$ cat config.mk
export PLATFORM = sky130hd
export DESIGN_NAME = dwt_feature_serializer
export DESIGN_NICKNAME = d
export VERILOG_FILES = /design/src/rtl/dwt_feature_serializer.sv
export SDC_FILE = /design/constraint.sdc
export NUM_CORES = 2
export LEC_CHECK = 0
export BUFFER_PORTS_ARGS = -buffer_cell sky130_fd_sc_hd__buf_4
export CAP_MARGIN = 20
export CORE_UTILIZATION = 30
export DETAILED_ROUTE_END_ITERATION = 10
export GPL_ROUTABILITY_DRIVEN = 1
export PLACE_DENSITY = 0.57
export RECOVER_POWER = 50
export SLEW_MARGIN = 20
export SYNTH_ARGS = -nofsm -noshare
export SYNTH_HDL_FRONTEND = slang
export SYNTH_SLANG_ARGS = --single-unit
export TNS_END_PERCENT = 5
$ cat constraint.sdc
create_clock -name clk -period 2.8 [get_ports clk]
set_clock_uncertainty 0.2 [all_clocks]
set_input_delay 0.14 -clock clk [delete_from_list [all_inputs] [get_ports clk]]
set_output_delay 0.14 -clock clk [all_outputs]
set_load 0.02 [all_outputs]
$ cat src/rtl/dwt_feature_serializer.sv
// Double-buffered feature-frame serializer: first word 1 cycle after capture; holds word while m_ready low.
// A frame is dropped (and counted) only when both buffers are full; FEAT_CHECKSUM_EN appends an XOR word.
module dwt_feature_serializer #(
    parameter int DATA_W = 32,
    parameter int N_FEAT = 20,
    parameter int CNT_W  = 8
) (
    input  logic                     clk,
    input  logic                     rst,
    input  logic                     en,
    input  logic                     dwt_valid,
    input  logic [N_FEAT*DATA_W-1:0] dwt_features,
    output logic                     m_valid,
    input  logic                     m_ready,
    output logic [DATA_W-1:0]        m_data,
    output logic [4:0]               m_idx,
    output logic                     m_last,
    output logic                     busy,
    output logic                     overrun,
    output logic [CNT_W-1:0]         drop_cnt
);

`ifdef FEAT_CHECKSUM_EN
    localparam int NWORDS = N_FEAT + 1;
`else
    localparam int NWORDS = N_FEAT;
`endif
    localparam logic [4:0] LAST_IDX = 5'(NWORDS - 1);

    typedef enum logic {IDLE, SEND} state_t;

    state_t             r_state;
    state_t             w_next_state;
    logic [DATA_W-1:0]  r_shadow  [NWORDS];
    logic [DATA_W-1:0]  r_pending [NWORDS];
    logic [DATA_W-1:0]  w_words   [NWORDS];
    logic               r_pend_full;
    logic [4:0]         r_idx;
    logic               r_overrun;
    logic [CNT_W-1:0]   r_drop_cnt;
    logic               w_capture;
    logic               w_xfer;
    logic               w_last_xfer;

    for (genvar k = 0; k < N_FEAT; k++) begin : g_words
        assign w_words[k] = dwt_features[k*DATA_W +: DATA_W];
    end

`ifdef FEAT_CHECKSUM_EN
    // Checksum is formed at capture so it travels with whichever buffer holds the frame.
    logic [DATA_W-1:0] w_sum;
    always_comb begin
        w_sum = '0;
        for (int k = 0; k < N_FEAT; k++) begin
            w_sum = w_sum ^ dwt_features[k*DATA_W +: DATA_W];
        end
    end
    assign w_words[N_FEAT] = w_sum;
`endif

    assign w_capture   = en && dwt_valid;
    assign w_xfer      = m_valid && m_ready;
    assign w_last_xfer = w_xfer && (r_idx == LAST_IDX);

    always_comb begin
        w_next_state = r_state;
        case (r_state)
            IDLE: if (w_capture) w_next_state = SEND;
            SEND: if (w_last_xfer && !w_capture && !r_pend_full) w_next_state = IDLE;
            default: w_next_state = IDLE;
        endcase
    end

    always_ff @(posedge clk) begin
        if (rst) begin
            r_state     <= IDLE;
            r_shadow    <= '{default: '0};
            r_pending   <= '{default: '0};
            r_pend_full <= 1'b0;
            r_idx       <= '0;
            r_overrun   <= 1'b0;
            r_drop_cnt  <= '0;
        end else begin
            r_state <= w_next_state;
            if (r_state == IDLE) begin
                if (w_capture) begin
                    r_shadow <= w_words;
                    r_idx    <= '0;
                end
            end else if (w_last_xfer) begin
                // End of frame: next frame starts on the following cycle, no bubble.
                r_idx <= '0;
                if (r_pend_full) begin
                    r_shadow <= r_pending;
                    if (w_capture) r_pending <= w_words;
                    else           r_pend_full <= 1'b0;
                end else if (w_capture) begin
                    r_shadow <= w_words;
                end
            end else begin
                if (w_xfer) r_idx <= r_idx + 5'd1;
                if (w_capture) begin
                    if (!r_pend_full) begin
                        r_pending   <= w_words;
                        r_pend_full <= 1'b1;
                    end else begin
                        r_overrun <= 1'b1;
                        if (r_drop_cnt != '1) r_drop_cnt <= r_drop_cnt + CNT_W'(1);
                    end
                end
            end
        end
    end

    assign m_valid  = (r_state == SEND);
    assign m_data   = m_valid ? r_shadow[r_idx] : '0;
    assign m_idx    = r_idx;
    assign m_last   = m_valid && (r_idx == LAST_IDX);
    assign busy     = m_valid || r_pend_full;
    assign overrun  = r_overrun;
    assign drop_cnt = r_drop_cnt;

endmodule

After elaboration in Yosys (flattened, before gate mapping). Index checks and enable logic that the tools add are counted.

Flip-flop bits (word level): 1296. Input bits: 645. Output and inout bits: 49. Logic and storage cells: 96.

Add/sub/neg operators: 2. $lt $le $gt $ge: 1. Eq/ne operators: 6. Multiplexer cells: 23. Bitwise operators: 3. Reductions and logical operators: 16.

Operators by type and width (number): two-way mux 640 bit (9); binary-select mux 32 bit (select 5 bit) (1); two-way mux 32 bit (3); two-way mux 5 bit (4); adder 8 x 1 -> 8 bit (second input constant) (1); != test 8 bit (second input constant) (1); AND reduction 4 bit (2); greater-or-equal comparator 6 bit (second input constant) (1); logical AND 1 bit (6); inverter 5 -> 6 bit (1); adder 5 x 1 -> 5 bit (second input constant) (1); == test 5 bit (second input constant) (1); two-way mux 1 bit (5); AND reduction 5 bit (1); != test 2 x 1 -> 1 bit (second input constant) (2); AND reduction 2 bit (2); nonzero test 2 bit (2); != test 3 x 1 -> 1 bit (second input constant) (1); logical NOT 1 bit (2); != test 2 bit (second input constant) (1); inverter 1 bit (2); case mux 1 bit (2 select lines) (1); logical OR 1 bit (1).

Depth between registers and ports, before layout.
Word-level depth: 6. Depth in mapped cells: 8. Gate-level depth less buffers: 5.

Worst setup path after synthesis. OpenSTA, ideal clock, no wires.

Path type: register to output. From: reg r_idx[1] (netlist: m_idx[1]). To: out m_data[11]. Data arrival time: 1.939 ns. Data required time: 2.460 ns. Setup slack: 0.521 ns. Cell stages (with the launch flop): 7. Buffers on the path: 3. Cells stage by stage: dfxtp_1 > buf_2 > buf_1 > clkbuf_1 > mux4_2 > nand2_1 > o211ai_1.

Word-level cells in the longest chain between the ends: 5.

RTL lines: start, declared (line 38) `logic [4:0] r_idx;`; start signal, assigned (line 101) `if (w_xfer) r_idx <= r_idx + 5'd1;`; inverter 5 -> 6 bit (implied by the code) (line 116) `assign m_data = m_valid ? r_shadow[r_idx] : '0;`; binary-select mux 32 bit (select 5 bit) (line 116); two-way mux 32 bit (implied by the code) (2 in series) (line 116); two-way mux 32 bit (line 116); end, declared (line 15) `output logic [DATA_W-1:0] m_data,`.

Every way passes these cells. The select of a mux whose other input is x is not followed.

Worst setup path in the final report.
From: reg r_idx[0] (netlist: m_idx[0]). To: out m_data[18].

The elaborated chain is that of the path after synthesis.

==> results.yml <==
status:
  status: "finished with violations"
  violations: "negative setup slack"
flow_run:
  maxCapViolations: 0
setup_path:
  cp_data_arrival_time_ps: 3210
  cp_max_fo: 10
  worstPathRequired_ps: 2460
  critPathKind: "reg2out"
  r2r_slack_ps: -410
  cp-end-kind: "output pin"
  r2r_start: "m_idx[1]$_SDFFE_PP0P_"
  worstReg2RegEnd: "r_shadow[399]$_SDFFE_PP0P_"
  r2r_cells: 8
  cp-start-kind: "register"
timing:
  slew_headroom_pct: 32.34
  setup_viol: 1305
  hold_viol: 0
  setup_slack_ps: -746.9
  post-route-period-util_pct: 126.7
  worst_pin_slew_ps: 1019
  slew_viol_final: 0
  fin_crit_ps: 3547
  timing.hold.ws_ps: 45.68
  max_freq_ghz: 0.2819
  grt_setup_unrepaired: "yes"
clock_tree:
  ctsRootBufferMaster: "clkbuf_16"
  clock_latency_ps: 840
  numCtsBuffers: 154
  clkTransAtPathRegs_ps: 60
  cts_tree: "yes"
  h-tree-depth: 4
  clock_path_buffers: 3
  clock_sinks: 1296
cells_and_area:
  nNetsFinal: 8918
  final_common_cell: "dfxtp_1"
  final_util_pct: 43.84
  design_area_um2: 89690
  stdcell_count: 11130
  syn_to_final_growth_pct: 45.16
  fill_cells: 18820
  drive_above_1_share_pct: 18.22
  layout_common_cells: "dfxtp_1, nand2b_1, dlygate4sd3_1, buf_4, mux2i_1"
power_and_ir_drop:
  internal_power_w: 0.03552
  peakVddDrop_mv: 0.6468
  swShare_pct: 27.33
  switchingPower_w: 0.01336
  p_per_area_nw_per_um2: 545.0
  pwr-share-seq_pct: 41.0
  power_w: 0.04888
  p_clk_share_pct: 42.5
  combPwrFrac_pct: 16.5
  p_leak_nw: 32.60
route:
  drt_iter0_drc: 5883
  route.detailed.drc: 0
  totalWireLength_um: 276600
  postRouteAntennaNets: 0
  firstDrtPassIters: 6
  wire_per_inst_um: 24.86
  post_drt_via_cell_ratio: 5.366
  vias: 59710
synth:
  synthCells: 6466
  avgSynthCellArea_um2: 9.556
  synth-seq-cells: 1296
  synth_fp_nets: 7113
  ys.flop_type: "dfxtp_1"
  synthDistinctLibCells: 44
  ys_seq_area_share_pct: 41.99
  synth_edf_count: 0
  yosysWarningCount: 0
  postSynth.asyncResetShare_pct: 0
  syn_area_um2: 61790
floorplan:
  die_h_um: 455.8
  initial_utilization_pct: 30.20
  die-area_um2: 207800
  pin_count: 694
  die_w_um: 455.8
  rows: 166
  coreArea_um2: 204600
worst_hold_path:
  holdPathStages: 4
  hold_path.startpoint: "dwt_features[631]"
  min-delay-path-class: "in2reg"
  worstHoldEndpoint: "r_pending[23]$_SDFFE_PP0P_"
place:
  dp_hpwl_um: 181700
  placed_cells: 9500
  io_buffers: 693
  place.gp.congestion: 0.8884
  placed_cell_area_um2: 70860
global_route:
  grt_max_degree: 175
  overflow: 0
  grt_usage_pct: 25.48
  grt_pass1_vias: 58790
  antenna_found_initial: 71
  grt_pass1_wl_um: 397300
## Yosys cell counts (2+ instances only)
cell type / n / area (um2)
nand2_1: 380 / 1426
nor3b_1: 2 / 15.01
and4b_1: 2 / 20.02
o21ai_0: 6 / 30.03
inv_1: 473 / 1775
dfxtp_1: 1296 / 25940
a22oi_1: 64 / 480.5
buf_6: 76 / 855.8
ha_1: 2 / 25.02
and3_1: 2 / 12.51
nor2_1: 9 / 33.78
nand3_1: 36 / 180.2
nand2b_1: 1280 / 8008
buf_4: 3 / 22.52
a21oi_1: 179 / 895.9
a221oi_1: 392 / 3433
buf_1: 7 / 26.28
clkbuf_1: 455 / 1708
a311oi_1: 168 / 1471
a221oi_2: 80 / 1201
nor3_1: 3 / 15.01
mux2i_1: 800 / 8008
o2111ai_1: 3 / 26.28
mux4_2: 96 / 2162
nor2b_1: 2 / 12.51
xor2_1: 3 / 26.28
o22ai_1: 472 / 2953
o211ai_1: 33 / 247.7
buf_2: 113 / 565.5
nand3b_1: 3 / 22.52
and2_1: 6 / 37.54
o31ai_1: 4 / 30.03
or3_1: 5 / 31.28
## worst max-delay path, cell delays in order, from the launching register on
cell	delay, ps
dfxtp_4	450
buf_4	150
buf_12	140
mux4_2	580
mux2i_2	240
buf_4	190
o211ai_1	320
buf_4	300
## layout make-up
type	count	area (um2)	share of cell area (%)
antenna	51	127.6	0.1423
clock buffer	228	4576	5.101
inverter	473	1775	1.979
tap	2688	3363	3.750
multi-input combinational	4043	31320	34.92
timing repair buffer	2303	21970	24.49
clock inverter	47	601.8	0.6710
sequential	1296	25960	28.94
## cells by family after synthesis
family	Yosys count	synth area share, %
simple gates	1735	15.95
compound gates	1406	17.49
flops	1296	41.99
buf+inv	1127	8.017
mux	896	16.46
xor+xnor	4	0.05671
fa+ha+maj	2	0.04049
## how the worst max path moves through the flow
stage | to | startpoint
2_1_floorplan | m_data[11] | m_idx[1]$_SDFFE_PP0P_
3_3_place_gp | m_data[25] | m_idx[0]$_SDFFE_PP0P_
3_5_place_dp | m_data[25] | m_idx[0]$_SDFFE_PP0P_
4_1_cts | m_data[9] | m_idx[0]$_SDFFE_PP0P_
5_1_grt | m_data[9] | m_idx[0]$_SDFFE_PP0P_
6_report | m_data[18] | m_idx[0]$_SDFFE_PP0P_
## flip-flops by register name, summed over array words and instances, names as in the netlist
signal / flops
m_valid: 1
r_pending: 640
r_shadow: 640
r_pend_full: 1
overrun: 1
drop_cnt: 8
m_idx: 5
## metrics by stage
| stage | setup TNS (ps) | setup WS, ps |
|---|---|---|
| 2_1_floorplan | 0 | 521.0 |
| 3_3_place_gp | -2167 | -313.1 |
| 3_5_place_dp | -1845 | -310.7 |
| 4_1_cts | -20100 | -780.7 |
| 5_1_grt | -478570 | -751.7 |
| 6_report | -306060 | -746.9 |
## power groups by stage
stage / Combinational [W] / Clock (W) / Sequential [W]
2_1_floorplan: 0.00348 / 0 / 0.0201
3_3_place_gp: 0.00615 / 0 / 0.0204
3_5_place_dp: 0.00626 / 0 / 0.0204
4_1_cts: 0.00794 / 0.0210 / 0.0200
5_1_grt: 0.00847 / 0.0218 / 0.0201
6_report: 0.00808 / 0.0208 / 0.0200
## metal layers
layer  global-route usage (%)  vias up  routed length [um]
met2                    40.49     2592              126000
met1                    31.84    29560              113300
li1                         -    26760                   -
met5                        0        -                 200
met4                    16.71       30               19990
met3                    4.173      775               17120
## timing repair
item | 4_1_cts | 5_1_grt
resized for setup | 97 | 27
pin swaps | 23 | 12
setup endpoints to repair | 32 | 174
hold buffers | 1263 | 0
gates cloned | 4 | 1
hold endpoints to repair | 1296 | 0
setup buffers | 24 | 13
No activity file was read; power rests on OpenSTA's default activity.
